File: src/rtl/axil_pkg.sv
// Shared AXI-Lite widths, arbiter FSM state types and response codes.
// Imported by the arbiter, its grant register and the bus interface.
package axil_pkg;

    localparam int ADDR_WIDTH = 32;
    localparam int DATA_WIDTH = 32;
    localparam int STRB_WIDTH = DATA_WIDTH / 8;

    localparam logic [1:0] RESP_SLVERR = 2'b10;

    typedef enum logic [1:0] {W_IDLE, W_ADDR, W_RESP} w_state_t;
    typedef enum logic [1:0] {R_IDLE, R_ADDR, R_DATA} r_state_t;

    function automatic logic [1:0] rr_pick(
        input logic [1:0] req,
        input logic       prio
    );
        if (req == 2'b11) begin
            return prio ? 2'b10 : 2'b01;
        end
        return req;
    endfunction

endpackage

File: src/rtl/axil_if.sv
// AXI-Lite bundle; s_axil faces an upstream master, m_axil drives a slave.
// No clock inside: the arbiter takes aclk/aresetn as plain ports.
interface axil_if;
    import axil_pkg::*;

    logic [ADDR_WIDTH-1:0] awaddr;
    logic                  awvalid;
    logic                  awready;
    logic [DATA_WIDTH-1:0] wdata;
    logic [STRB_WIDTH-1:0] wstrb;
    logic                  wvalid;
    logic                  wready;
    logic [1:0]            bresp;
    logic                  bvalid;
    logic                  bready;
    logic [ADDR_WIDTH-1:0] araddr;
    logic                  arvalid;
    logic                  arready;
    logic [DATA_WIDTH-1:0] rdata;
    logic [1:0]            rresp;
    logic                  rvalid;
    logic                  rready;

    modport s_axil (
        input  awaddr, awvalid, wdata, wstrb, wvalid, bready,
        input  araddr, arvalid, rready,
        output awready, wready, bresp, bvalid,
        output arready, rdata, rresp, rvalid
    );

    modport m_axil (
        output awaddr, awvalid, wdata, wstrb, wvalid, bready,
        output araddr, arvalid, rready,
        input  awready, wready, bresp, bvalid,
        input  arready, rdata, rresp, rvalid
    );

endinterface

File: src/rtl/axil_rr_grant.sv
// Two-requester round-robin grant register: latches a one-hot grant while
// idle and hands priority to the other requester when `done` retires it.
module axil_rr_grant
    import axil_pkg::*;
(
    input  logic       clk,
    input  logic       rst_n,
    input  logic [1:0] req,
    input  logic       done,
    output logic [1:0] grant,
    output logic       busy
);

    logic [1:0] grant_q;
    logic       prio_q;

    assign grant = grant_q;
    assign busy  = |grant_q;

    always_ff @(posedge clk or negedge rst_n) begin
        if (!rst_n) begin
            grant_q <= 2'b00;
            prio_q  <= 1'b0;
        end else if (busy) begin
            if (done) begin
                grant_q <= 2'b00;
                prio_q  <= grant_q[0];
            end
        end else if (|req) begin
            grant_q <= rr_pick(req, prio_q);
        end
    end

endmodule

File: src/rtl/axil_arb_2to1.sv
// Two-master AXI-Lite arbiter with independent round-robin write/read paths.
// Define AXIL_ARB_TIMEOUT_EN to add a per-path SLVERR response timeout.
module axil_arb_2to1
    import axil_pkg::*;
#(
    parameter int TIMEOUT_CYCLES = 1024
) (
    input  logic   aclk,
    input  logic   aresetn,
    axil_if.s_axil s0_axil,
    axil_if.s_axil s1_axil,
    axil_if.m_axil m_axil
);

    if (TIMEOUT_CYCLES < 4) begin : g_bad_timeout
        $error("TIMEOUT_CYCLES must be at least 4");
    end

    w_state_t w_state_q, w_state_d;
    r_state_t r_state_q, r_state_d;

    logic [1:0] w_req, wg, r_req, rg;
    logic       w_busy, w_done, r_busy, r_done;
    logic       aw_done_q, w_done_q, aw_hs, w_hs;
    logic       w_to, r_to;

    logic       g_awvalid, g_wvalid, g_bready;
    logic       g_arvalid, g_rready;
    logic       awready_g, wready_g, bvalid_g;
    logic [1:0] bresp_g;
    logic       arready_g, rvalid_g;
    logic [1:0] rresp_g;
    logic [DATA_WIDTH-1:0] rdata_g;

    assign w_req = w_busy ? 2'b00 : {s1_axil.awvalid, s0_axil.awvalid};
    assign r_req = r_busy ? 2'b00 : {s1_axil.arvalid, s0_axil.arvalid};

    axil_rr_grant u_w_rr (
        .clk   (aclk),
        .rst_n (aresetn),
        .req   (w_req),
        .done  (w_done),
        .grant (wg),
        .busy  (w_busy)
    );

    axil_rr_grant u_r_rr (
        .clk   (aclk),
        .rst_n (aresetn),
        .req   (r_req),
        .done  (r_done),
        .grant (rg),
        .busy  (r_busy)
    );

    always_comb begin
        g_awvalid     = 1'b0;
        g_wvalid      = 1'b0;
        g_bready      = 1'b0;
        m_axil.awaddr = '0;
        m_axil.wdata  = '0;
        m_axil.wstrb  = '0;
        unique case (1'b1)
            wg[0]: begin
                g_awvalid     = s0_axil.awvalid;
                g_wvalid      = s0_axil.wvalid;
                g_bready      = s0_axil.bready;
                m_axil.awaddr = s0_axil.awaddr;
                m_axil.wdata  = s0_axil.wdata;
                m_axil.wstrb  = s0_axil.wstrb;
            end
            wg[1]: begin
                g_awvalid     = s1_axil.awvalid;
                g_wvalid      = s1_axil.wvalid;
                g_bready      = s1_axil.bready;
                m_axil.awaddr = s1_axil.awaddr;
                m_axil.wdata  = s1_axil.wdata;
                m_axil.wstrb  = s1_axil.wstrb;
            end
            default: ;
        endcase
    end

    always_comb begin
        g_arvalid     = 1'b0;
        g_rready      = 1'b0;
        m_axil.araddr = '0;
        unique case (1'b1)
            rg[0]: begin
                g_arvalid     = s0_axil.arvalid;
                g_rready      = s0_axil.rready;
                m_axil.araddr = s0_axil.araddr;
            end
            rg[1]: begin
                g_arvalid     = s1_axil.arvalid;
                g_rready      = s1_axil.rready;
                m_axil.araddr = s1_axil.araddr;
            end
            default: ;
        endcase
    end

    // AW and W retire independently; W_RESP needs both, in either order.
    always_comb begin
        w_state_d      = w_state_q;
        m_axil.awvalid = 1'b0;
        m_axil.wvalid  = 1'b0;
        m_axil.bready  = 1'b0;
        aw_hs          = 1'b0;
        w_hs           = 1'b0;
        awready_g      = 1'b0;
        wready_g       = 1'b0;
        bvalid_g       = 1'b0;
        bresp_g        = 2'b00;
        w_done         = 1'b0;
        unique case (w_state_q)
            W_IDLE: begin
`ifdef AXIL_ARB_TIMEOUT_EN
                m_axil.bready = aresetn;
`endif
                if (|w_req) w_state_d = W_ADDR;
            end
            W_ADDR: begin
                m_axil.awvalid = g_awvalid & ~aw_done_q;
                m_axil.wvalid  = g_wvalid & ~w_done_q;
                awready_g      = m_axil.awready & ~aw_done_q;
                wready_g       = m_axil.wready & ~w_done_q;
                aw_hs          = m_axil.awvalid & m_axil.awready;
                w_hs           = m_axil.wvalid & m_axil.wready;
                if ((aw_done_q | aw_hs) & (w_done_q | w_hs)) begin
                    w_state_d = W_RESP;
                end
            end
            W_RESP: begin
                if (w_to) begin
                    bvalid_g = 1'b1;
                    bresp_g  = RESP_SLVERR;
                    w_done   = g_bready;
                end else begin
                    m_axil.bready = g_bready;
                    bvalid_g      = m_axil.bvalid;
                    bresp_g       = m_axil.bresp;
                    w_done        = m_axil.bvalid & g_bready;
                end
                if (w_done) w_state_d = W_IDLE;
            end
            default: w_state_d = W_IDLE;
        endcase
    end

    always_comb begin
        r_state_d      = r_state_q;
        m_axil.arvalid = 1'b0;
        m_axil.rready  = 1'b0;
        arready_g      = 1'b0;
        rvalid_g       = 1'b0;
        rresp_g        = 2'b00;
        rdata_g        = '0;
        r_done         = 1'b0;
        unique case (r_state_q)
            R_IDLE: begin
`ifdef AXIL_ARB_TIMEOUT_EN
                m_axil.rready = aresetn;
`endif
                if (|r_req) r_state_d = R_ADDR;
            end
            R_ADDR: begin
                m_axil.arvalid = g_arvalid;
                arready_g      = m_axil.arready;
                if (g_arvalid & m_axil.arready) r_state_d = R_DATA;
            end
            R_DATA: begin
                if (r_to) begin
                    rvalid_g = 1'b1;
                    rresp_g  = RESP_SLVERR;
                    r_done   = g_rready;
                end else begin
                    m_axil.rready = g_rready;
                    rvalid_g      = m_axil.rvalid;
                    rresp_g       = m_axil.rresp;
                    rdata_g       = m_axil.rdata;
                    r_done        = m_axil.rvalid & g_rready;
                end
                if (r_done) r_state_d = R_IDLE;
            end
            default: r_state_d = R_IDLE;
        endcase
    end

    always_ff @(posedge aclk or negedge aresetn) begin
        if (!aresetn) begin
            w_state_q <= W_IDLE;
            r_state_q <= R_IDLE;
            aw_done_q <= 1'b0;
            w_done_q  <= 1'b0;
        end else begin
            w_state_q <= w_state_d;
            r_state_q <= r_state_d;
            if (w_state_q == W_ADDR && w_state_d == W_ADDR) begin
                aw_done_q <= aw_done_q | aw_hs;
                w_done_q  <= w_done_q | w_hs;
            end else begin
                aw_done_q <= 1'b0;
                w_done_q  <= 1'b0;
            end
        end
    end

`ifdef AXIL_ARB_TIMEOUT_EN
    localparam int CW = $clog2(TIMEOUT_CYCLES);
    localparam logic [CW-1:0] TO_LAST = CW'(TIMEOUT_CYCLES - 1);

    logic [CW-1:0] w_cnt_q, r_cnt_q;

    assign w_to = (w_cnt_q == TO_LAST);
    assign r_to = (r_cnt_q == TO_LAST);

    // Counters freeze once a real response shows up so it is never replaced.
    always_ff @(posedge aclk or negedge aresetn) begin
        if (!aresetn) begin
            w_cnt_q <= '0;
            r_cnt_q <= '0;
        end else begin
            if (w_state_q != W_RESP) begin
                w_cnt_q <= '0;
            end else if (!w_to && !m_axil.bvalid) begin
                w_cnt_q <= w_cnt_q + 1'b1;
            end
            if (r_state_q != R_DATA) begin
                r_cnt_q <= '0;
            end else if (!r_to && !m_axil.rvalid) begin
                r_cnt_q <= r_cnt_q + 1'b1;
            end
        end
    end
`else
    assign w_to = 1'b0;
    assign r_to = 1'b0;
`endif

    assign s0_axil.awready = wg[0] & awready_g;
    assign s0_axil.wready  = wg[0] & wready_g;
    assign s0_axil.bvalid  = wg[0] & bvalid_g;
    assign s0_axil.bresp   = wg[0] ? bresp_g : 2'b00;
    assign s0_axil.arready = rg[0] & arready_g;
    assign s0_axil.rvalid  = rg[0] & rvalid_g;
    assign s0_axil.rresp   = rg[0] ? rresp_g : 2'b00;
    assign s0_axil.rdata   = rg[0] ? rdata_g : '0;

    assign s1_axil.awready = wg[1] & awready_g;
    assign s1_axil.wready  = wg[1] & wready_g;
    assign s1_axil.bvalid  = wg[1] & bvalid_g;
    assign s1_axil.bresp   = wg[1] ? bresp_g : 2'b00;
    assign s1_axil.arready = rg[1] & arready_g;
    assign s1_axil.rvalid  = rg[1] & rvalid_g;
    assign s1_axil.rresp   = rg[1] ? rresp_g : 2'b00;
    assign s1_axil.rdata   = rg[1] ? rdata_g : '0;

endmodule

File: src/flat_wrapper.sv
// flat-port wrapper written by rule: the top's interface ports become plain ports
module axil_arb_2to1_flat import axil_pkg::*;
#(
    parameter int TIMEOUT_CYCLES = 1024
)
  (aclk, aresetn, s0_axil_awaddr, s0_axil_awvalid, s0_axil_wdata, s0_axil_wstrb, s0_axil_wvalid, s0_axil_bready, s0_axil_araddr, s0_axil_arvalid, s0_axil_rready, s0_axil_awready, s0_axil_wready, s0_axil_bresp, s0_axil_bvalid, s0_axil_arready, s0_axil_rdata, s0_axil_rresp, s0_axil_rvalid, s1_axil_awaddr, s1_axil_awvalid, s1_axil_wdata, s1_axil_wstrb, s1_axil_wvalid, s1_axil_bready, s1_axil_araddr, s1_axil_arvalid, s1_axil_rready, s1_axil_awready, s1_axil_wready, s1_axil_bresp, s1_axil_bvalid, s1_axil_arready, s1_axil_rdata, s1_axil_rresp, s1_axil_rvalid, m_axil_awaddr, m_axil_awvalid, m_axil_wdata, m_axil_wstrb, m_axil_wvalid, m_axil_bready, m_axil_araddr, m_axil_arvalid, m_axil_rready, m_axil_awready, m_axil_wready, m_axil_bresp, m_axil_bvalid, m_axil_arready, m_axil_rdata, m_axil_rresp, m_axil_rvalid);
  axil_if s0_axil_i ();
  axil_if s1_axil_i ();
  axil_if m_axil_i ();
  input  logic aclk;
  input  logic aresetn;
  input wire logic [$bits(s0_axil_i.awaddr)-1:0] s0_axil_awaddr;
  input wire logic [$bits(s0_axil_i.awvalid)-1:0] s0_axil_awvalid;
  input wire logic [$bits(s0_axil_i.wdata)-1:0] s0_axil_wdata;
  input wire logic [$bits(s0_axil_i.wstrb)-1:0] s0_axil_wstrb;
  input wire logic [$bits(s0_axil_i.wvalid)-1:0] s0_axil_wvalid;
  input wire logic [$bits(s0_axil_i.bready)-1:0] s0_axil_bready;
  input wire logic [$bits(s0_axil_i.araddr)-1:0] s0_axil_araddr;
  input wire logic [$bits(s0_axil_i.arvalid)-1:0] s0_axil_arvalid;
  input wire logic [$bits(s0_axil_i.rready)-1:0] s0_axil_rready;
  output wire logic [$bits(s0_axil_i.awready)-1:0] s0_axil_awready;
  output wire logic [$bits(s0_axil_i.wready)-1:0] s0_axil_wready;
  output wire logic [$bits(s0_axil_i.bresp)-1:0] s0_axil_bresp;
  output wire logic [$bits(s0_axil_i.bvalid)-1:0] s0_axil_bvalid;
  output wire logic [$bits(s0_axil_i.arready)-1:0] s0_axil_arready;
  output wire logic [$bits(s0_axil_i.rdata)-1:0] s0_axil_rdata;
  output wire logic [$bits(s0_axil_i.rresp)-1:0] s0_axil_rresp;
  output wire logic [$bits(s0_axil_i.rvalid)-1:0] s0_axil_rvalid;
  input wire logic [$bits(s1_axil_i.awaddr)-1:0] s1_axil_awaddr;
  input wire logic [$bits(s1_axil_i.awvalid)-1:0] s1_axil_awvalid;
  input wire logic [$bits(s1_axil_i.wdata)-1:0] s1_axil_wdata;
  input wire logic [$bits(s1_axil_i.wstrb)-1:0] s1_axil_wstrb;
  input wire logic [$bits(s1_axil_i.wvalid)-1:0] s1_axil_wvalid;
  input wire logic [$bits(s1_axil_i.bready)-1:0] s1_axil_bready;
  input wire logic [$bits(s1_axil_i.araddr)-1:0] s1_axil_araddr;
  input wire logic [$bits(s1_axil_i.arvalid)-1:0] s1_axil_arvalid;
  input wire logic [$bits(s1_axil_i.rready)-1:0] s1_axil_rready;
  output wire logic [$bits(s1_axil_i.awready)-1:0] s1_axil_awready;
  output wire logic [$bits(s1_axil_i.wready)-1:0] s1_axil_wready;
  output wire logic [$bits(s1_axil_i.bresp)-1:0] s1_axil_bresp;
  output wire logic [$bits(s1_axil_i.bvalid)-1:0] s1_axil_bvalid;
  output wire logic [$bits(s1_axil_i.arready)-1:0] s1_axil_arready;
  output wire logic [$bits(s1_axil_i.rdata)-1:0] s1_axil_rdata;
  output wire logic [$bits(s1_axil_i.rresp)-1:0] s1_axil_rresp;
  output wire logic [$bits(s1_axil_i.rvalid)-1:0] s1_axil_rvalid;
  output wire logic [$bits(m_axil_i.awaddr)-1:0] m_axil_awaddr;
  output wire logic [$bits(m_axil_i.awvalid)-1:0] m_axil_awvalid;
  output wire logic [$bits(m_axil_i.wdata)-1:0] m_axil_wdata;
  output wire logic [$bits(m_axil_i.wstrb)-1:0] m_axil_wstrb;
  output wire logic [$bits(m_axil_i.wvalid)-1:0] m_axil_wvalid;
  output wire logic [$bits(m_axil_i.bready)-1:0] m_axil_bready;
  output wire logic [$bits(m_axil_i.araddr)-1:0] m_axil_araddr;
  output wire logic [$bits(m_axil_i.arvalid)-1:0] m_axil_arvalid;
  output wire logic [$bits(m_axil_i.rready)-1:0] m_axil_rready;
  input wire logic [$bits(m_axil_i.awready)-1:0] m_axil_awready;
  input wire logic [$bits(m_axil_i.wready)-1:0] m_axil_wready;
  input wire logic [$bits(m_axil_i.bresp)-1:0] m_axil_bresp;
  input wire logic [$bits(m_axil_i.bvalid)-1:0] m_axil_bvalid;
  input wire logic [$bits(m_axil_i.arready)-1:0] m_axil_arready;
  input wire logic [$bits(m_axil_i.rdata)-1:0] m_axil_rdata;
  input wire logic [$bits(m_axil_i.rresp)-1:0] m_axil_rresp;
  input wire logic [$bits(m_axil_i.rvalid)-1:0] m_axil_rvalid;
  assign s0_axil_i.awaddr = s0_axil_awaddr;
  assign s0_axil_i.awvalid = s0_axil_awvalid;
  assign s0_axil_i.wdata = s0_axil_wdata;
  assign s0_axil_i.wstrb = s0_axil_wstrb;
  assign s0_axil_i.wvalid = s0_axil_wvalid;
  assign s0_axil_i.bready = s0_axil_bready;
  assign s0_axil_i.araddr = s0_axil_araddr;
  assign s0_axil_i.arvalid = s0_axil_arvalid;
  assign s0_axil_i.rready = s0_axil_rready;
  assign s0_axil_awready = s0_axil_i.awready;
  assign s0_axil_wready = s0_axil_i.wready;
  assign s0_axil_bresp = s0_axil_i.bresp;
  assign s0_axil_bvalid = s0_axil_i.bvalid;
  assign s0_axil_arready = s0_axil_i.arready;
  assign s0_axil_rdata = s0_axil_i.rdata;
  assign s0_axil_rresp = s0_axil_i.rresp;
  assign s0_axil_rvalid = s0_axil_i.rvalid;
  assign s1_axil_i.awaddr = s1_axil_awaddr;
  assign s1_axil_i.awvalid = s1_axil_awvalid;
  assign s1_axil_i.wdata = s1_axil_wdata;
  assign s1_axil_i.wstrb = s1_axil_wstrb;
  assign s1_axil_i.wvalid = s1_axil_wvalid;
  assign s1_axil_i.bready = s1_axil_bready;
  assign s1_axil_i.araddr = s1_axil_araddr;
  assign s1_axil_i.arvalid = s1_axil_arvalid;
  assign s1_axil_i.rready = s1_axil_rready;
  assign s1_axil_awready = s1_axil_i.awready;
  assign s1_axil_wready = s1_axil_i.wready;
  assign s1_axil_bresp = s1_axil_i.bresp;
  assign s1_axil_bvalid = s1_axil_i.bvalid;
  assign s1_axil_arready = s1_axil_i.arready;
  assign s1_axil_rdata = s1_axil_i.rdata;
  assign s1_axil_rresp = s1_axil_i.rresp;
  assign s1_axil_rvalid = s1_axil_i.rvalid;
  assign m_axil_awaddr = m_axil_i.awaddr;
  assign m_axil_awvalid = m_axil_i.awvalid;
  assign m_axil_wdata = m_axil_i.wdata;
  assign m_axil_wstrb = m_axil_i.wstrb;
  assign m_axil_wvalid = m_axil_i.wvalid;
  assign m_axil_bready = m_axil_i.bready;
  assign m_axil_araddr = m_axil_i.araddr;
  assign m_axil_arvalid = m_axil_i.arvalid;
  assign m_axil_rready = m_axil_i.rready;
  assign m_axil_i.awready = m_axil_awready;
  assign m_axil_i.wready = m_axil_wready;
  assign m_axil_i.bresp = m_axil_bresp;
  assign m_axil_i.bvalid = m_axil_bvalid;
  assign m_axil_i.arready = m_axil_arready;
  assign m_axil_i.rdata = m_axil_rdata;
  assign m_axil_i.rresp = m_axil_rresp;
  assign m_axil_i.rvalid = m_axil_rvalid;
  axil_arb_2to1 #(.TIMEOUT_CYCLES(TIMEOUT_CYCLES)) u_core (.aclk(aclk), .aresetn(aresetn), .s0_axil(s0_axil_i), .s1_axil(s1_axil_i), .m_axil(m_axil_i));
endmodule
File: config.mk
export PLATFORM = sky130hd
export DESIGN_NAME = axil_arb_2to1_flat
export DESIGN_NICKNAME = d
export VERILOG_FILES = /design/src/rtl/axil_pkg.sv /design/src/rtl/axil_if.sv /design/src/rtl/axil_rr_grant.sv /design/src/rtl/axil_arb_2to1.sv /design/src/flat_wrapper.sv
export SDC_FILE = /design/constraint.sdc
export NUM_CORES = 1
export LEC_CHECK = 0
export BUFFER_PORTS_ARGS = -buffer_cell sky130_fd_sc_hd__buf_2
export CELL_PAD_IN_SITES_DETAIL_PLACEMENT = 0
export CELL_PAD_IN_SITES_GLOBAL_PLACEMENT = 2
export CORE_AREA = 3 3 170 172
export CTS_CLUSTER_DIAMETER = 60
export DETAILED_ROUTE_END_ITERATION = 7
export DIE_AREA = 0 0 173 175
export GPL_TIMING_DRIVEN = 0
export PLACE_DENSITY_LB_ADDON = 0.1
export SYNTH_ARGS = -nofsm -noshare
export SYNTH_HDL_FRONTEND = slang
export SYNTH_SLANG_ARGS = --single-unit
export TNS_END_PERCENT = 100
File: constraint.sdc
create_clock -name aclk -period 1.2 [get_ports aclk]
set_input_delay 0 -clock aclk [delete_from_list [all_inputs] [get_ports aclk]]
set_output_delay 0 -clock aclk [all_outputs]
set_load 0.1 [all_outputs]
-- Word level (Yosys, flattened, before mapping)
Index checks and enable logic that the tools add are counted.
- logic and storage cells: 124
- output and inout bits: 187
- register bits: 12
- input port bits: 253
- reduce and logical (&&, ||, !) cells: 14
- equality and inequality tests: 12
- multiplexer cells: 64
- bitwise logic cells: 26
- operator list (kind ; number):
    case mux 32 bit (2 select lines) ; 3
    2-to-1 mux 32 bit ; 3
    2-to-1 mux 2 bit ; 26
    2-to-1 mux 1 bit ; 24
    bitwise AND 1 bit ; 20
    case mux 2 bit (3 select lines) ; 2
    case mux 1 bit (2 select lines) ; 5
    equality test 2 bit, second input constant ; 4
    case mux 4 bit (2 select lines) ; 1
    AND reduction 2 bit ; 4
    OR reduction 2 bit ; 4
    equality test 2 x 1 -> 1 bit, second input constant ; 3
    != test 2 x 1 -> 1 bit, second input constant ; 3
    logical NOT 2 bit ; 2
    != test 2 bit, second input constant ; 2
    OR 1 bit ; 4
    nonzero test 2 bit ; 2
    AND reduction 3 bit ; 1
    inverter 1 bit ; 2
    logical AND 1 bit ; 1

-- Longest topological paths before layout
Gate-level depths: netlist (run 1).
- depth after elaboration: 10
- mapped depth: 5
- gate-level depth less buffers: 3

-- Hierarchy
From an unflattened synthesis (run 1), not the netlist that was laid out.
- cell total of the unflattened synthesis: 296
- area total of the unflattened synthesis: 2333.5 sq um
- modules (own cells, without submodules) (module ; instances ; seq. area each (sq um) ; area an instance (sq um) ; cells an instance):
    axil_arb_2to1 ; 1 ; 150.1 ; 2058.2 ; 272
    axil_rr_grant ; 2 ; 75.1 ; 137.6 ; 12

-- Least setup slack after synthesis (run 1)
Ideal clock, no wire load.
- path kind: reg-to-output
- from: register u_core.u_r_rr.grant_q[0] (netlist: u_core.u_r_rr.grant[0])
- to: output port s0_axil_arready
- stages on the path, launching flop included: 4
- buffers on the path: 2
- setup slack: -1669 ps
- data arrival time: 2869 ps
- path through: dfrtp_1 > buf_6 > buf_2 > nor3b_1
- cells in the longest elaborated chain, start to end: 1
- ends and longest elaborated chain (item ; line ; source):
    start: declaration ; axil_rr_grant.sv:14 ; logic [1:0] grant_q;
    start signal: assignment ; axil_rr_grant.sv:30 ; grant_q <= rr_pick(req, prio_q);
    bitwise AND 1 bit ; axil_arb_2to1.sv:245 ; assign s0_axil.arready = rg[0] & arready_g;
    end: declaration ; flat_wrapper.sv:25 ; output wire logic [$bits(s0_axil_i.arready)-1:0] s0_axil_arready;
No other way between the ends.

-- Final worst setup path (run 1)
- from: register u_core.r_state_q[0]
- to: output port s1_axil_rdata[14]
- cells in the longest elaborated chain, start to end: 3
- ends and longest elaborated chain (item ; line ; source):
    start: declaration ; axil_arb_2to1.sv:20 ; r_state_t r_state_q, r_state_d;
    start signal: assignment ; axil_arb_2to1.sv:198 ; r_state_q <= r_state_d;
    equality test 2 bit ; axil_arb_2to1.sv:160 ; unique case (r_state_q)
    2-to-1 mux 32 bit ; axil_arb_2to1.sv:160 ;
    2-to-1 mux 32 bit ; axil_arb_2to1.sv:257 ; assign s1_axil.rdata = rg[1] ? rdata_g : '0;
    end: declaration ; flat_wrapper.sv:43 ; output wire logic [$bits(s1_axil_i.rdata)-1:0] s1_axil_rdata;
No other way between the ends.

==> results.cfg, run 1 <==
[final_layout]
layout-drive-gt1-share_pct = 95.28
area_delta_synth_final_pct = 364.4
fin_cells = 1185
nets = 1059
post-route-util_pct = 38.70
fill_cells = 2682

[placement]
dp.cells = 1116
routabilityCongestion = 0.7467
portBuffers = 439
hpwl_mm = 16.44

[hold_path]
min-delay-path-class = in -> reg

[sta]
worst_pin_slew_ns = 0.3830
slew-limit-headroom_pct = 74.24
rsz0062_at_grt = yes
setup_violations = 199
max_freq_mhz = 645.0
layout_setup_ws_ns = -0.3505
hold_viol = 0
drv_slew = 0
post-route-min-period_ns = 1.550
skew_ns = 0.0003943
tns_ns = -56.29
period_share_pct = 129.2

[global_route]
track_usage_pct = 12.17
antenna_found_initial = 3
grt.overflow.total = 0
grt_max_degree = 13
grt_pass1_vias = 5098
grt_pass1_wl_mm = 29.37

[floorplan]
num_rows = 61
die_w_um = 173
die_area_sq_um = 30280
coreArea_sq_um = 27630
die_h_um = 175
initial_core_util_pct = 8.333
boundaryPins = 440

[pwr]
p_per_area_nw_per_um2 = 2324
leakage_nw = 4.834
p_switching_mw = 13.90
combPwrFrac_pct = 94.2
p_int_mw = 10.95
max-vdd-ir-drop_v = 0.0009013
power_frac_seq_pct = 3.1
netSwitchingFraction_pct = 55.93
power.share.clock_pct = 2.7

[synthesis]
synth_fp_nets = 552
syn_area_per_cell_sq_um = 7.700
synth_top_area_share_pct = 38.80
synth_seq_area_share_pct = 13.04
synth.most_common_cell = a22o_1
ys.flop_type = dfrtp_1
synth_cells = 299
synth-seq-cells = 12
yosys.cell_types.count = 36
yosys-top-cells-count = a22o_1 (102), and3_1 (74), clkbuf_1 (18)
syn_area_sq_um = 2302
synth_area_leaders = a22o_1 (39%), and3_1 (20%), dfrtp_1 (13%)
ys_warn_count = 0
synth-edff-count = 0
ys_async_sr_fraction_pct = 100.0
yosysTopAreaCell = a22o_1

[clocking]
cts.sinks = 12
cts_made_buffers = 3
path_clk_slew_ns = 0.04
root_buffer = clkbuf_16
cts_buffer_depth = 2
cts_tree = yes
clock_latency_ns = 0.24
htree_levels = 1

[routing]
drt_iter0_drc = 77
dr_total_vias = 4751
firstDrtPassIters = 4
wl_per_cell_um = 18.37
vias_per_cell = 4.009
drc_errors = 0
routed_wl_mm = 21.76
antenna_left = 0

[setup_path]
crit_path_end_kind = primary output
cp_max_fo = 5
worst-setup-path-type = reg -> out
arrival_ns = 1.55
startpoint_type = flip-flop
cp.required_ns = 1.20

[run]
cap_violations = 0

[outcome]
status = finished, violations left
violations = setup timing
==> layout make-up <==
| cell class | instances | area [sq um] | share of cell area [%] |
|---|---|---|---|
| inverter | 4 | 17.52 | 0.1638 |
| buffer | 41 | 705.7 | 6.600 |
| timing repair buffer | 504 | 5867 | 54.87 |
| tap | 378 | 473.0 | 4.424 |
| antenna | 2 | 5.005 | 0.04681 |
| sequential | 12 | 305.3 | 2.855 |
| clock buffer | 4 | 88.84 | 0.8309 |
| multi-input combinational | 240 | 3229 | 30.20 |
==> what timing repair did <==
action | CTS | global route
hold endpoints to repair | 12 | 0
cloned | 4 | 16
gates resized for setup | 733 | 206
hold buffers | 1 | 0
setup endpoints to repair | 199 | 199
buffers inserted | 9 | 36
pin swaps | 4 | 40
==> through the flow <==
step	power, mW	setup WS [ns]	instance area, sq um	hold WS (ns)
CTS	22.07	-0.3585	9223	0.05874
global route	25.67	-0.3976	10690	0.07724
global placement	16.45	-0.5528	6264	-0.07948
detailed placement	16.45	-0.5664	6264	-0.07280
floorplan	14.00	-0.2767	3593	-0.2956
finish	24.85	-0.3505	10690	0.05698
==> critical path: stages, from the launching register on <==
cell and delay [ns]:
dfrtp_1 0.36, and2b_2 0.26, buf_6 0.17, clkbuf_16 0.15, and3_4 0.19, buf_12 0.17
==> flip-flops by register name, indices dropped and copies added, names as in the netlist <==
name / flops
u_core.aw_done_q: 1
u_core.u_w_rr.prio_q: 1
u_core.r_state_q: 2
u_core.u_w_rr.grant: 2
u_core.w_done_q: 1
u_core.u_r_rr.grant: 2
u_core.u_r_rr.prio_q: 1
u_core.w_state_q: 2
==> placed cells by master (no fill, tap or decap), types with 4 or more instances in the layout <==
| cell | n |
|---|---|
| a22o_4 | 98 |
| clkbuf_16 | 23 |
| buf_8 | 17 |
| buf_12 | 206 |
| buf_4 | 28 |
| nor2_4 | 5 |
| buf_6 | 13 |
| and3_4 | 74 |
| buf_2 | 253 |
| dfrtp_2 | 4 |
| nor2_1 | 4 |
| dfrtp_1 | 8 |
| a22oi_2 | 4 |
==> metal layers <==
metal / track usage (%) / vias up / share of wire (%)
met5: 0 / - / 0
met4: 2.804 / 0 / 1.8
met3: 3.042 / 22 / 6.3
met2: 25.15 / 226 / 59
met1: 11.97 / 2276 / 33
li1: - / 2227 / -
==> power groups by stage <==
| stage | clock, mW | sequential [mW] | combinational [mW] |
|---|---|---|---|
| after floorplan | 0 | 0.715 | 13.3 |
| after global placement | 0 | 0.764 | 15.7 |
| after detailed placement | 0 | 0.764 | 15.7 |
| after CTS | 0.711 | 0.737 | 20.6 |
| after global routing | 0.729 | 0.791 | 24.2 |
| final | 0.679 | 0.765 | 23.4 |
==> final timing paths <==
check                      slack (ns)  cells after the start                endpoint                 start
min in group asynchronous        0.22                      2     u_core.r_state_q[1]               aresetn
setup / recovery                -0.35                      5       s1_axil_rdata[14]   u_core.r_state_q[0]
hold / removal                   0.06                      2  u_core.u_r_rr.grant[0]         m_axil_rvalid
hold reg to reg                  0.54                      1    u_core.u_r_rr.prio_q  u_core.u_r_rr.prio_q
max in group asynchronous        0.71                      2     u_core.w_state_q[0]               aresetn
setup reg to reg                -0.32                      6    u_core.u_r_rr.prio_q   u_core.r_state_q[1]
==> logic make-up (layout without fill, tap and decap cells) <==
kind of cell,Yosys count,after routing,synth area share (%)
AOI/OAI and AO/OA,123,123,45.49
buffers and inverters,47,553,9.836
DFF,12,12,13.04
muxes,2,2,1.141
other,0,2,0
and+or+nand+nor,115,115,30.49
No activity file was read; power rests on OpenSTA's default activity.
==> run 2, diff against run 1 <==
--- a/config.mk
+++ b/config.mk
@@ -5,16 +5,17 @@
 export SDC_FILE = /design/constraint.sdc
 export NUM_CORES = 1
 export LEC_CHECK = 0
+export ABC_AREA = 1
 export BUFFER_PORTS_ARGS = -buffer_cell sky130_fd_sc_hd__buf_2
 export CELL_PAD_IN_SITES_DETAIL_PLACEMENT = 0
 export CELL_PAD_IN_SITES_GLOBAL_PLACEMENT = 2
-export CORE_AREA = 3 3 170 172
+export CORE_AREA = 3 3 171 173
 export CTS_CLUSTER_DIAMETER = 60
 export DETAILED_ROUTE_END_ITERATION = 7
-export DIE_AREA = 0 0 173 175
+export DIE_AREA = 0 0 174 176
 export GPL_TIMING_DRIVEN = 0
 export PLACE_DENSITY_LB_ADDON = 0.1
 export SYNTH_ARGS = -nofsm -noshare
 export SYNTH_HDL_FRONTEND = slang
 export SYNTH_SLANG_ARGS = --single-unit
-export TNS_END_PERCENT = 100
+export TNS_END_PERCENT = 10
==> constraint.sdc (replaced) <==
create_clock -name aclk -period 1.2 [get_ports aclk]
set_input_delay 0.36 -clock aclk [delete_from_list [all_inputs] [get_ports aclk]]
set_output_delay 0.36 -clock aclk [all_outputs]
set_load 0.1 [all_outputs]
==> run 2 against run 1 <==
Against the previous run:
- clock skew about the same
- fmax down 18%
- critical path type unchanged
- the run still ends with setup timing left
- clock-buffer cell count did not move
- largest power group unchanged
==> results.cfg, run 2 <==
[routing]
firstDrtPassIters = 4
routed_wl_mm = 18.86
drc_errors = 0
antenna_left = 0
drt_iter0_drc = 75
dr_total_vias = 4598
wl_per_cell_um = 15.77
vias_per_cell = 3.844

[pwr]
max-vdd-ir-drop_v = 0.0009187
power.share.clock_pct = 2.4
combPwrFrac_pct = 95.0
leakage_nw = 4.189
p_switching_mw = 19.09
p_per_area_nw_per_um2 = 3267
power_frac_seq_pct = 2.6
p_int_mw = 8.742
netSwitchingFraction_pct = 68.59

[floorplan]
coreArea_sq_um = 27780
initial_core_util_pct = 8.868
die_area_sq_um = 30620
die_h_um = 176
die_w_um = 174
num_rows = 61
boundaryPins = 440

[setup_path]
ff2ff_path_depth = 6
arrival_ns = 1.53
timing.rr.end = u_core.w_state_q[0]
crit_path_end_kind = primary output
r2r_start = u_core.u_w_rr.grant[1]
worst-setup-path-type = reg -> out
cp_max_fo = 10
cp.required_ns = 0.84
startpoint_type = flip-flop
ff2ff_setup_slack_ns = -0.04
endpoint = s0_axil_rdata[26]
cp-startpoint = u_core.r_state_q[1]

[global_route]
grt.overflow.total = 0
grt_pass1_vias = 4872
antenna_found_initial = 2
track_usage_pct = 11.43
grt_pass1_wl_mm = 28.24
grt_max_degree = 13

[synthesis]
synth_cells = 362
synth_top_area_share_pct = 35.55
yosysTopAreaCell = a22o_1
yosys.cell_types.count = 20
synth-edff-count = 0
syn_area_sq_um = 2464
synth_fp_nets = 615
synth_seq_area_share_pct = 12.19
synth.most_common_cell = a22o_1
ys.flop_type = dfrtp_1
ys_async_sr_fraction_pct = 100.0
ys_warn_count = 0
synth-seq-cells = 12
yosys-top-cells-count = a22o_1 (100), nor3_1 (57), inv_1 (53)
syn_area_per_cell_sq_um = 6.806
synth_area_leaders = a22o_1 (36%), dfrtp_1 (12%), nor3_1 (12%)

[sta]
setup_violations = 190
rsz0062_at_grt = yes
post-route-min-period_ns = 1.885
worst_pin_slew_ns = 0.3028
drv_slew = 0
period_share_pct = 157.1
skew_ns = 0.0003211
hold_viol = 0
layout_setup_ws_ns = -0.6852
slew-limit-headroom_pct = 79.82
max_freq_mhz = 530.4

[run]
cap_violations = 0

[final_layout]
layout-drive-gt1-share_pct = 73.81
seqCellArea_sq_um = 300.3
area_delta_synth_final_pct = 245.8
nets = 1071
finish.instance_area_sq_um = 8519
multi_input_area_sq_um = 2577
layout_commonest_cell = buf_2
post-route-util_pct = 30.67
fill_cells = 2929
final_cell_mix = buf_2 (253), buf_12 (100), a22o_1 (99)

[placement]
portBuffers = 439
routabilityCongestion = 0.7907
place_area_sq_um = 6062
hpwl_mm = 16.24

[hold_path]
min-delay-path-class = in -> async

[clocking]
path_clk_slew_ns = 0.04
cts.sinks = 12
cts_tree = yes
htree_levels = 1
cts_made_buffers = 3
clock_latency_ns = 0.24
cts_buffer_depth = 2
root_buffer = clkbuf_16

[outcome]
violations = setup timing
status = finished, violations left
==> run 2: cell count changes after synthesis, moves of 6 or more <==
cell,delta
and3_1,-74
nor3_1,+53
inv_1,+49
nand2_1,+32
nor3_2,+19
clkbuf_1,-18
buf_2,+12
clkbuf_2,-7
inv_2,+6
==> run 2: final cells by class <==
cell class	instances	share of cell area [%]
Antenna cell	1	0.02937
Buffer	38	5.228
Clock buffer	4	1.043
Inverter	59	2.952
Multi-Input combinational cell	253	30.25
Sequential cell	12	3.525
Tap cell	378	5.551
Timing Repair Buffer	451	51.42
==> run 2: worst min path at each step <==
stage          slack [ns]          endpoint  startpoint
2_1_floorplan        0.06  u_core.aw_done_q     aresetn
3_3_place_gp         0.27  u_core.aw_done_q     aresetn
3_5_place_dp         0.27  u_core.aw_done_q     aresetn
4_1_cts              0.02  u_core.aw_done_q     aresetn
5_1_grt              0.03  u_core.aw_done_q     aresetn
6_report            0.005  u_core.aw_done_q     aresetn
==> run 2: cells by family (layout without fill, tap and decap cells) <==
logic type             Yosys count  count (layout)  synth area share [%]
AND/OR/NAND/NOR                137             137                 29.86
buffers and inverters           97             552                 18.74
AO/OA/AOI/OAI                  116             116                 39.21
other                            0               1                     0
flip-flops                      12              12                 12.19
==> run 2: power groups by stage <==
stage / clock network, mW / logic, mW / registers, mW
after floorplan: 0 / 18.6 / 0.671
after global placement: 0 / 22.0 / 0.687
after detailed placement: 0 / 22.0 / 0.694
after CTS: 0.696 / 25.8 / 0.709
after global routing: 0.711 / 27.4 / 0.741
final: 0.666 / 26.4 / 0.724
==> run 2: routing by layer <==
metal | global-route usage, % | part of all wire, % | up-vias
li1 | - | - | 2235
met1 | 11.48 | 33 | 2107
met2 | 23.29 | 57 | 242
met3 | 3.634 | 8.9 | 12
met4 | 1.508 | 1.1 | 2
met5 | 0 | 0.11 | -
==> run 2: per-stage QoR <==
step	setup TNS, ns	hold slack, ns	std cells	setup WS [ns]	power, mW
2_1_floorplan	-118.67	0.06441	362	-0.7467	19.32
3_3_place_gp	-99.86	0.2687	1179	-0.7376	22.69
3_5_place_dp	-102.41	0.2716	1179	-0.7515	22.66
4_1_cts	-107.77	0.01698	1184	-0.7059	27.18
5_1_grt	-120.13	0.03405	1196	-0.7647	28.85
6_report	-108.64	0.004950	1196	-0.6852	27.84
==> run 2: timing repair <==
item,in CTS,in global routing
pin swaps,13,14
gates cloned,0,1
resized for setup,601,49
hold buffers,0,0
setup buffers,1,10
setup endpoints to repair,192,195
==> run 2: worst max-delay path, cell delays in order (launching register included) <==
cell     delay [ns]
dfrtp_1        0.35
inv_2          0.06
nor2_4         0.16
inv_6          0.09
buf_12         0.17
nor3_4         0.23
buf_12         0.20
==> run 3, diff against run 2 <==
--- a/config.mk
+++ b/config.mk
@@ -15,6 +15,7 @@
 export DIE_AREA = 0 0 174 176
 export GPL_TIMING_DRIVEN = 0
 export PLACE_DENSITY_LB_ADDON = 0.1
+export SETUP_SLACK_MARGIN = 0.15
 export SYNTH_ARGS = -nofsm -noshare
 export SYNTH_HDL_FRONTEND = slang
 export SYNTH_SLANG_ARGS = --single-unit
==> run 3 against run 2 <==
Against the previous run:
- via count is 0.39% lower
- largest power group unchanged
- non-clock buffer count stayed put
- combinational power hardly changed
- the run still ends with setup timing left
- clock-buffer cell count stayed put
==> results.cfg, run 3 (synthesis gave the netlist of run 2 again) <==
[outcome]
status = finished, violations left
violations = setup timing

[sta]
tns_ns = -109.63
slew-limit-headroom_pct = 79.77
drv_slew = 0
hold_viol = 0
post-route-min-period_ns = 1.884
whs_ns = 0.005007
setup_violations = 187
worst_pin_slew_ns = 0.3034
period_share_pct = 157.0
max_freq_mhz = 530.7
layout_setup_ws_ns = -0.6844
skew_ns = 0.0003475
rsz0062_at_grt = yes

[pwr]
leakage_nw = 4.174
p_per_area_nw_per_um2 = 3261
max-vdd-ir-drop_v = 0.0009119
p_total_mw = 27.66

[floorplan]
num_rows = 61
boundaryPins = 440
die_w_um = 174
die_area_sq_um = 30620
initial_core_util_pct = 8.868
die_h_um = 176
coreArea_sq_um = 27780

[placement]
portBuffers = 439
dp.cells = 1179
routabilityCongestion = 0.7907
place_ws_ns = -0.7515
hpwl_mm = 16.24

[routing]
routed_wl_mm = 18.81
antenna_left = 0
firstDrtPassIters = 4
dr_total_vias = 4580
drc_errors = 0
drt_iter0_drc = 77
vias_per_cell = 3.829
wl_per_cell_um = 15.72

[global_route]
antenna_found_initial = 2
grt_pass1_vias = 4872
grt_pass1_wl_mm = 28.28
track_usage_pct = 11.44
grt.overflow.total = 0
grt_max_degree = 13

[hold_path]
min-delay-path-class = in -> async

[setup_path]
arrival_ns = 1.52
cp_max_fo = 10
startpoint_type = flip-flop
cp.required_ns = 0.84
crit_path_end_kind = primary output
worst-setup-path-type = reg -> out
ff2ff_path_depth = 6

[final_layout]
final_cell_mix = buf_2 (252), a22o_1 (99), buf_12 (96)
layout_commonest_cell = buf_2
layout-drive-gt1-share_pct = 74.54
fin_cells = 1196
area_delta_synth_final_pct = 244.2
nets = 1071

[clocking]
root_buffer = clkbuf_16
htree_levels = 1
cts_tree = yes
clock_latency_ns = 0.23
cts_made_buffers = 3
cts.sinks = 12
cts_buffer_depth = 2
path_clk_slew_ns = 0.04
hold_buffers = 0

[run]
cap_violations = 0
## run 3: routing by layer
layer	track usage (%)	wire (um)
met2	23.34	10770
met4	1.508	152
met5	0	13
met1	11.48	6180
met3	3.634	1686
## run 3: power breakdown
| group | total [mW] | internal, mW | switching [mW] |
|---|---|---|---|
| clock network | 0.665 | 0.502 | 0.163 |
| registers | 0.736 | 0.597 | 0.139 |
| logic | 26.3 | 7.48 | 18.8 |
| total | 27.7 | 8.58 | 19.1 |
## run 3: worst max-delay path, cell delays in order (launching register included)
cell,delay [ns]
dfrtp_1,0.35
inv_2,0.06
nor2_4,0.16
inv_6,0.09
buf_12,0.17
nor3_4,0.23
buf_12,0.20
## run 3: worst paths after layout
| check | slack [ns] | endpoint | startpoint |
|---|---|---|---|
| max | -0.68 | s0_axil_rdata[26] | u_core.r_state_q[1] |
| min | 0.005 | u_core.aw_done_q | aresetn |
| max reg2reg | 0.01 | u_core.u_w_rr.grant[1] | u_core.u_w_rr.grant[1] |
| min reg2reg | 0.52 | u_core.u_r_rr.prio_q | u_core.u_r_rr.prio_q |
| max in group asynchronous | 0.95 | u_core.u_w_rr.grant[1] | aresetn |
| min in group aclk | 0.42 | u_core.r_state_q[1] | m_axil_arready |
## run 3: area by class of cell
type                       instances  area, sq um
tap                              378        473.0
inverter                          59        251.5
clock buffer                       4        88.84
buffer                            38        449.2
timing repair buffer             451         4317
sequential                        12        301.5
multi-input combinational        253         2597
fill                            2942        19300
antenna                            1        2.502
## run 3: what timing repair did
action | in CTS | in global routing
cloned | 0 | 1
buffers inserted | 1 | 10
pin swaps | 14 | 15
hold endpoints to repair | 0 | 0
setup endpoints to repair | 199 | 199
gates resized for setup | 604 | 33
## run 3: through the flow
stage | area (sq um) | utilization [%]
6_report | 8481 | 30.53
2_1_floorplan | 3392 | -
3_5_place_dp | 6062 | 21.82
3_3_place_gp | 6062 | 21.82
5_1_grt | 8481 | 30.53
4_1_cts | 8259 | 29.73
